[src/rtl/scan_if.sv]
// ---------------------------------------------------------------------------
// scan_if
// Bundles the scan_sequencer control inputs and decoder-facing outputs.
//   start, stop : scan control requests, sampled every clock
//   ch_mask     : channels to visit (bit i enables channel i)
//   dwell       : per-channel hold time minus one
//   sel, en     : channel index and enable for the 2-to-4 decoder
//   busy        : high while scanning
//   wrap        : one-cycle pulse at the end of each full pass
// Modports: master drives the controls, slave is the sequencer itself.
// ---------------------------------------------------------------------------
interface scan_if #(
  parameter int DWELL_W = 8
);
  logic               start;
  logic               stop;
  logic [3:0]         ch_mask;
  logic [DWELL_W-1:0] dwell;
  logic [1:0]         sel;
  logic               en;
  logic               busy;
  logic               wrap;

  modport master (
    output start, stop, ch_mask, dwell,
    input  sel, en, busy, wrap
  );

  modport slave (
    input  start, stop, ch_mask, dwell,
    output sel, en, busy, wrap
  );
endinterface

[src/rtl/scan_sequencer.sv]
// ---------------------------------------------------------------------------
// scan_sequencer
// Steps a 2-bit channel select through the set bits of a captured 4-bit mask
// in ascending order, wrapping around, holding each channel dwell+1 cycles.
// Ports:
//   clk   : rising-edge clock
//   rst_n : asynchronous active-low reset
//   bus   : scan_if.slave (start/stop/ch_mask/dwell in; sel/en/busy/wrap out)
// All outputs come straight from registers.
// ---------------------------------------------------------------------------
module scan_sequencer #(
  parameter int DWELL_W = 8
) (
  input  logic   clk,
  input  logic   rst_n,
  scan_if.slave  bus
);

  typedef enum logic [0:0] {
    IDLE = 1'b0,
    SCAN = 1'b1
  } state_t;

  state_t             state_r;
  logic [3:0]         mask_r;
  logic [DWELL_W-1:0] reload_r;
  logic [DWELL_W-1:0] cnt_r;
  logic [1:0]         sel_r;
  logic               en_r;
  logic               busy_r;
  logic               wrap_r;

  logic [1:0]         next_sel_s;
  logic               next_wraps_s;

  // Index of the lowest set bit; only meaningful for a non-zero mask.
  function automatic logic [1:0] lowest_set(input logic [3:0] mask);
    logic [1:0] res;
    if (mask[0]) begin
      res = 2'd0;
    end else if (mask[1]) begin
      res = 2'd1;
    end else if (mask[2]) begin
      res = 2'd2;
    end else begin
      res = 2'd3;
    end
    return res;
  endfunction

  // Next set bit strictly above cur, modulo 4; returns cur when it is the only one.
  function automatic logic [1:0] next_index(input logic [3:0] mask, input logic [1:0] cur);
    logic [1:0] c1;
    logic [1:0] c2;
    logic [1:0] c3;
    logic [1:0] res;
    c1 = cur + 2'd1;
    c2 = cur + 2'd2;
    c3 = cur + 2'd3;
    if (mask[c1]) begin
      res = c1;
    end else if (mask[c2]) begin
      res = c2;
    end else if (mask[c3]) begin
      res = c3;
    end else begin
      res = cur;
    end
    return res;
  endfunction

  // Advance target and pass-completion flag; moving to an index not above
  // the current one means we just left the highest set bit for the lowest.
  always_comb begin
    next_sel_s   = next_index(mask_r, sel_r);
    next_wraps_s = (next_sel_s <= sel_r);
  end

  // Scan state machine with registered decoder-facing outputs.
  always_ff @(posedge clk or negedge rst_n) begin
    if (!rst_n) begin
      state_r  <= IDLE;
      mask_r   <= 4'b0000;
      reload_r <= '0;
      cnt_r    <= '0;
      sel_r    <= 2'b00;
      en_r     <= 1'b0;
      busy_r   <= 1'b0;
      wrap_r   <= 1'b0;
    end else begin
      case (state_r)
        IDLE: begin
          wrap_r <= 1'b0;
          // stop has priority over start, and an empty mask is never entered
          if (bus.start && !bus.stop && (bus.ch_mask != 4'b0000)) begin
            state_r  <= SCAN;
            mask_r   <= bus.ch_mask;
            reload_r <= bus.dwell;
            cnt_r    <= bus.dwell;
            sel_r    <= lowest_set(bus.ch_mask);
            en_r     <= 1'b1;
            busy_r   <= 1'b1;
          end else begin
            state_r <= IDLE;
            en_r    <= 1'b0;
            busy_r  <= 1'b0;
          end
        end
        SCAN: begin
          if (bus.stop) begin
            // sel deliberately holds its last value
            state_r <= IDLE;
            cnt_r   <= '0;
            en_r    <= 1'b0;
            busy_r  <= 1'b0;
            wrap_r  <= 1'b0;
          end else if (cnt_r != '0) begin
            cnt_r  <= cnt_r - {{(DWELL_W-1){1'b0}}, 1'b1};
            wrap_r <= 1'b0;
          end else begin
            cnt_r  <= reload_r;
            sel_r  <= next_sel_s;
            wrap_r <= next_wraps_s;
          end
        end
        default: begin
          state_r <= IDLE;
          cnt_r   <= '0;
          sel_r   <= 2'b00;
          en_r    <= 1'b0;
          busy_r  <= 1'b0;
          wrap_r  <= 1'b0;
        end
      endcase
    end
  end

  assign bus.sel  = sel_r;
  assign bus.en   = en_r;
  assign bus.busy = busy_r;
  assign bus.wrap = wrap_r;

endmodule

[src/flat_wrapper.sv]
// flat-port wrapper written by rule: the top's interface ports become plain ports
module scan_sequencer_flat 
#(
  parameter int DWELL_W = 8
)
  (clk, rst_n, bus_start, bus_stop, bus_ch_mask, bus_dwell, bus_sel, bus_en, bus_busy, bus_wrap);
  scan_if #(.DWELL_W(DWELL_W)) bus_i ();
  input  logic clk;
  input  logic rst_n;
  input wire logic [$bits(bus_i.start)-1:0] bus_start;
  input wire logic [$bits(bus_i.stop)-1:0] bus_stop;
  input wire logic [$bits(bus_i.ch_mask)-1:0] bus_ch_mask;
  input wire logic [$bits(bus_i.dwell)-1:0] bus_dwell;
  output wire logic [$bits(bus_i.sel)-1:0] bus_sel;
  output wire logic [$bits(bus_i.en)-1:0] bus_en;
  output wire logic [$bits(bus_i.busy)-1:0] bus_busy;
  output wire logic [$bits(bus_i.wrap)-1:0] bus_wrap;
  assign bus_i.start = bus_start;
  assign bus_i.stop = bus_stop;
  assign bus_i.ch_mask = bus_ch_mask;
  assign bus_i.dwell = bus_dwell;
  assign bus_sel = bus_i.sel;
  assign bus_en = bus_i.en;
  assign bus_busy = bus_i.busy;
  assign bus_wrap = bus_i.wrap;
  scan_sequencer #(.DWELL_W(DWELL_W)) u_core (.clk(clk), .rst_n(rst_n), .bus(bus_i));
endmodule
[config.mk]
export PLATFORM = sky130hd
export DESIGN_NAME = scan_sequencer_flat
export DESIGN_NICKNAME = d
export VERILOG_FILES = /design/src/rtl/scan_if.sv /design/src/rtl/scan_sequencer.sv /design/src/flat_wrapper.sv
export SDC_FILE = /design/constraint.sdc
export NUM_CORES = 1
export LEC_CHECK = 0
export CORE_MARGIN = 3
export CORE_UTILIZATION = 45
export DETAILED_ROUTE_END_ITERATION = 16
export GPL_TIMING_DRIVEN = 0
export HOLD_SLACK_MARGIN = 0.15
export PLACE_DENSITY = 0.71
export SLEW_MARGIN = 30
export SYNTH_ARGS = -nofsm -noshare
export SYNTH_HDL_FRONTEND = slang
export SYNTH_SLANG_ARGS = --single-unit
[constraint.sdc]
create_clock -name clk -period 2.08 [get_ports clk]
set_input_delay 0.312 -clock clk [delete_from_list [all_inputs] [get_ports clk]]
set_output_delay 0.312 -clock clk [all_outputs]
set_load 0.03 [all_outputs]
==> Word-level counts from Yosys, hierarchy flattened <==
Index checks and enable logic that the tools add are counted.
{ "word_totals": {"rom_bits": 0, "mem_count": 0, "regBits": 25, "output_inout_bits": 5, "input_bits": 16, "ram_bits": 0, "wordCells": 55, "latchBits": 0} }
{ "classes": {"reduce_logical": 7, "div_mod_pow": 0, "add_sub_neg": 4, "n_eq_ne": 4, "magnitude_cmp": 4, "n_mul": 0, "muxes": 28, "shift": 0, "bitwise": 1} }
{ "op_table": {"columns": ["op", "count"], "rows": [
  ["8-bit two-way mux", 3],
  ["2-bit two-way mux", 8],
  ["8-bit case mux with 2 select lines", 1],
  ["2-bit by 3-bit less-than comparator with 1-bit output, second input constant", 3],
  ["1-bit two-way mux", 9],
  ["8-bit nonzero test", 1],
  ["8-bit by 1-bit subtractor with 8-bit output, second input constant", 1],
  ["1-bit binary-select mux with 2-bit select", 3],
  ["2-bit inequality test, second input constant", 3],
  ["1-bit case mux with 2 select lines", 3],
  ["2-bit adder, second input constant", 2],
  ["2-bit case mux with 2 select lines", 1],
  ["4-bit nonzero test", 1],
  ["3-bit AND reduction", 1],
  ["2-bit by 1-bit adder with 2-bit output, second input constant", 1],
  ["2-bit <= comparator", 1],
  ["1-bit logical AND", 2],
  ["2-bit by 1-bit inequality test with 1-bit output, second input constant", 1],
  ["2-bit AND reduction", 1],
  ["1-bit zero test", 1],
  ["1-bit inverter", 1]
]} }

==> Logic depth before layout (Yosys ltp) <==
{ "depth": {"depth_word": 10, "mapped_depth": 8, "mapped_depth_nobuf": 8} }

==> Worst setup path before layout <==
OpenSTA, ideal clock, no wires.
{ "synth_path": {"kind": "register to register", "startpoint": "register u_core.cnt_r[0]", "endpoint": "register u_core.sel_r[0], in the netlist u_core.bus.sel[0]", "period_less_slack_ns": 1.945, "slack_ns": 0.135, "t_arrival_ns": 1.803, "setup_time_ns": 0.143, "path_stages_with_launch": 9, "n_path_buf": 2, "cell_sequence": "dfrtp_1 > inv_1 > ha_1 > or3b_2 > clkbuf_1 > or2_0 > buf_6 > o22ai_2 > o221ai_1"} }
{ "synth_via": {"elab_chain_len": 3} }
{ "synth_lines": {"columns": ["item", "line_no", "text"], "rows": [
  ["from (decl)", "scan_sequencer.sv:27", "logic [DWELL_W-1:0] cnt_r;"],
  ["from (signal assigned)", "scan_sequencer.sv:99", "cnt_r <= bus.dwell;"],
  ["from (signal assigned)", "scan_sequencer.sv:118", "cnt_r <= cnt_r - {{(DWELL_W-1){1'b0}}, 1'b1};"],
  ["from (signal assigned)", "scan_sequencer.sv:121", "cnt_r <= reload_r;"],
  ["8-bit nonzero test", "scan_sequencer.sv:117", "end else if (cnt_r != '0) begin"],
  ["2-bit inequality test (no source line)", null, null],
  ["3-bit AND reduction (no source line)", null, null],
  ["to (signal assigned)", "scan_sequencer.sv:100", "sel_r <= lowest_set(bus.ch_mask);"],
  ["to (signal assigned)", "scan_sequencer.sv:122", "sel_r <= next_sel_s;"],
  ["to (decl)", "scan_sequencer.sv:28", "logic [1:0] sel_r;"]
]} }
Every way passes these cells.
A chain may end at the register's enable or synchronous reset.

==> Worst setup path in the final report <==
{ "layout_path": {"startpoint": "register u_core.state_r", "endpoint": "register u_core.reload_r[3]"} }
{ "layout_via": {"elab_chain_len": 2} }
{ "layout_lines": {"columns": ["item", "line_no", "text"], "rows": [
  ["from (decl)", "scan_sequencer.sv:24", "state_t state_r;"],
  ["from (signal assigned)", "scan_sequencer.sv:82", "state_r <= IDLE;"],
  ["from (signal assigned)", "scan_sequencer.sv:96", "state_r <= SCAN;"],
  ["from (signal assigned)", "scan_sequencer.sv:104", "state_r <= IDLE;"],
  ["1-bit inverter", null, null],
  ["2-bit AND reduction (no source line)", null, null],
  ["to (signal assigned)", "scan_sequencer.sv:98", "reload_r <= bus.dwell;"],
  ["to (decl)", "scan_sequencer.sv:26", "logic [DWELL_W-1:0] reload_r;"]
]} }
Every way passes these cells.

==> key figures <==
Power
  • Sequential Power Share: about 47%
  • P_int: 0.9298 mW
  • Clock power frac: 15.3%
  • Max VDD drop: 0.4818 mV
  • Sw Ratio: a little over a third
  • Total power divided by cell area: 832.6 nW/um^2
  • Leak: 0.7065 nW
  • Combinational power share: 37.7%
  • Tot Pwr: between 1 and 1.5 mW
  • Net Sw Power: 0.5255 mW

Setup path
  • Kind of critical path: flop to flop
  • Worst Setup SP: u_core.state_r
  • Reg-to-reg startpoint: u_core.state_r
  • Crit path arrival time: 2.20 ns
  • Critical Path End Type: flop
  • Reg2Reg Depth: 4
  • CP required: between 2 and 2.5 ns
  • Crit Path Max Fanout: 10
  • Startpoint types: flop
  • Flop-to-flop setup slack: 0.10 ns
  • Worst reg2reg endpoint: u_core.reload_r[3]

Finish
  • Register Area: between 600 and 700 um^2
  • Nets: around 190
  • N_diodes: 0
  • Fillers: 245
  • Footprint of the multi-input gates: 753.2 um^2
  • Layout cell share with drive strength beyond 1: 18.18%
  • Commonest non-fill, non-tap cells in the layout: dfrtp_1 (24), clkdlybuf4s50_1 (19), o21ai_0 (12)
  • Commonest non-fill, non-tap cell in the layout: dfrtp_1
  • Area delta synth->final: 22.12%

Timing
  • Hold Violations, Final: 0
  • Setup TNS Final: 0 ns
  • Clk_skew: 0.002254 ns
  • # setup viols final: 0
  • Worst Hold Margin: 0.4968 ns
  • Max-slew headroom: 42.12%
  • Measured slew at the worst slew-check pin: 0.8663 ns
  • RSZ-0062 raised after global routing: false
  • Post-route setup slack: 0.1003 ns
  • Max Clk Rate: ~0.51 GHz
  • Period utilisation layout: 95.18%
  • Slew Limit Fails: 0
  • Tmin final: 1.980 ns

Floorplanning
  • Die ar.: roughly 3900 um^2
  • Row cnt: 19
  • Initial core utilization: 49.35%
  • Die width: 62.40 um
  • I/O pin total: 21
  • Height of the chip: 62.40 um
  • Core area: about 2900 um^2

Logic synthesis
  • Post-synth EDFFs: 0
  • Ys flop type: dfrtp_1
  • Syn nets: 160
  • Ys async rst share: 100.0%
  • Synth warn: 0
  • #FFs+latches synth: 25
  • Mapped Area: 1431 um^2
  • Mapped Cells: 140
  • Post-synth cell types: 44
  • Sequential share of the synthesized area: 43.71%
  • Syn_area_per_cell: 10.22 um^2

Detailed routing
  • DR WL/cell: about 16 um
  • Initial DRC count: 75
  • DR vias/cell: 5.831
  • Wirelength, routed: approximately 3.3 mm
  • Detailed-route via count: between 1k and 1.5k
  • Post-DRT Antenna Nets: 0
  • 1st-pass router iterations: 4
  • DRC Markers: 0

Flow run
  • MaxCap Viol Count: 0

Global route
  • Vias in the first global route: between 1k and 1.5k
  • First-pass GRT wire length: between 5 and 6 mm
  • GRT overflow: 0
  • Tot GR Track Use: 18.52%
  • Initial antenna violation count: 0
  • Largest net degree at the start of global routing: 26

CTS
  • # clock sinks: 25
  • Clk buf depth: 2
  • Root buf cell: clkbuf_4
  • CTS tree: built
  • Num CTS Buffers: 3
  • Clk slew on worst S/H paths: between 0.1 and 0.15 ns
  • Clock H-tree levels: 1
  • Worst skew pair latency: 0.32 ns

Placement
  • Pre-CTS setup slack: -0.4717 ns
  • DPL Wire Length: 2.395 mm
  • GPL Wtd Cong: between 0.8 and 0.9
  • PortBufs: 20

Status
  • Status: completed

Hold path
  • Worst min path class: input pin to asynchronous set/reset pin
[synth_stat cells, types with 2 or more instances]
master     number  area share (%)
xnor2_1         3             1.8
o21ai_0        12             4.2
or3b_2          2             1.2
mux2i_1         3             2.1
clkbuf_1        3            0.79
dfrtp_1        25              44
mux2_2         11             8.7
or3_1           2            0.87
nand2_1         8             2.1
ha_1            4             3.5
o22a_1          2             1.2
nand2b_1        3             1.3
o221ai_1        2             1.2
a2bb2oi_1       3             1.8
a21oi_1         5             1.7
nor3_1          4             1.4
o22ai_1         3             1.3
inv_1           9             2.4
nor2_1          6             1.6
o21a_1          2             1.0
nor3b_1         2             1.0
buf_2           3             1.0
a211oi_1        2             1.0
[worst max-delay path by stage]
| stage | slack (ns) | cells past startpoint | end |
|---|---|---|---|
| floorplan | 0.13 | 8 | u_core.bus.sel[0] |
| detailed placement | -0.47 | 5 | u_core.reload_r[3] |
| CTS | 0.03 | 7 | u_core.bus.sel[0] |
| global route | 0.008 | 4 | u_core.reload_r[7] |
| global placement | -0.44 | 5 | u_core.reload_r[1] |
| finish | 0.10 | 4 | u_core.reload_r[3] |
[flip-flops by register name (all words and copies together), names as in the netlist]
| register | count |
|---|---|
| u_core.cnt_r | 8 |
| u_core.bus.wrap | 1 |
| u_core.state_r | 1 |
| u_core.bus.en | 1 |
| u_core.mask_r | 4 |
| u_core.bus.sel | 2 |
| u_core.reload_r | 8 |
[per-layer routing]
layer	track usage [%]	vias to the layer above	wire, um
li1	-	567	-
met1	25.60	581	1525
met2	29.43	51	1567
met3	3.058	8	158
met4	6.336	0	47
met5	0	-	0
[what timing repair did]
action,CTS,global route
hold buffers,1,0
resized for setup,2,3
endpoints found under the setup margin,10,6
setup buffers,0,1
endpoints found under the hold margin,25,0
[worst max-delay path, cell delays in order (launching register included)]
cell,delay [ns]
dfrtp_1,0.38
buf_2,0.19
nor4b_4,0.58
buf_2,0.36
mux2_2,0.37
[logic make-up after synthesis]
kind of cell	Yosys count	synth area share, %
flops	25	43.71
compound gates	42	20.89
xor+xnor	3	1.836
fa+ha+maj	4	3.497
simple gates	35	13.81
mux	14	10.75
buf+inv	17	5.507
[power by group through the flow]
| stage | sequential [mW] | combinational (mW) | clock [mW] |
|---|---|---|---|
| 2_1_floorplan | 0.685 | 0.360 | 0 |
| 3_3_place_gp | 0.683 | 0.503 | 0 |
| 3_5_place_dp | 0.692 | 0.525 | 0 |
| 4_1_cts | 0.681 | 0.532 | 0.227 |
| 5_1_grt | 0.698 | 0.611 | 0.251 |
| 6_report | 0.684 | 0.549 | 0.222 |
[area by class of cell]
cell class / count / share of cell area (%)
Buffer: 7 / 2.362
Clock buffer: 3 / 1.288
Clock inverter: 1 / 0.2863
Inverter: 9 / 1.933
Multi-Input combinational cell: 98 / 43.09
Sequential cell: 25 / 35.86
Tap cell: 42 / 3.006
Timing Repair Buffer: 22 / 12.17
[stage by stage]
stage                     util (%)  std cells  cell area (um^2)
after detailed placement     57.89        202              1679
after global placement       58.07        202              1684
after CTS                    59.58        206              1728
after global routing         60.27        207              1748
final                        60.27        207              1748
after floorplan                  -        140              1431
Power figures use the tool's default switching activity.
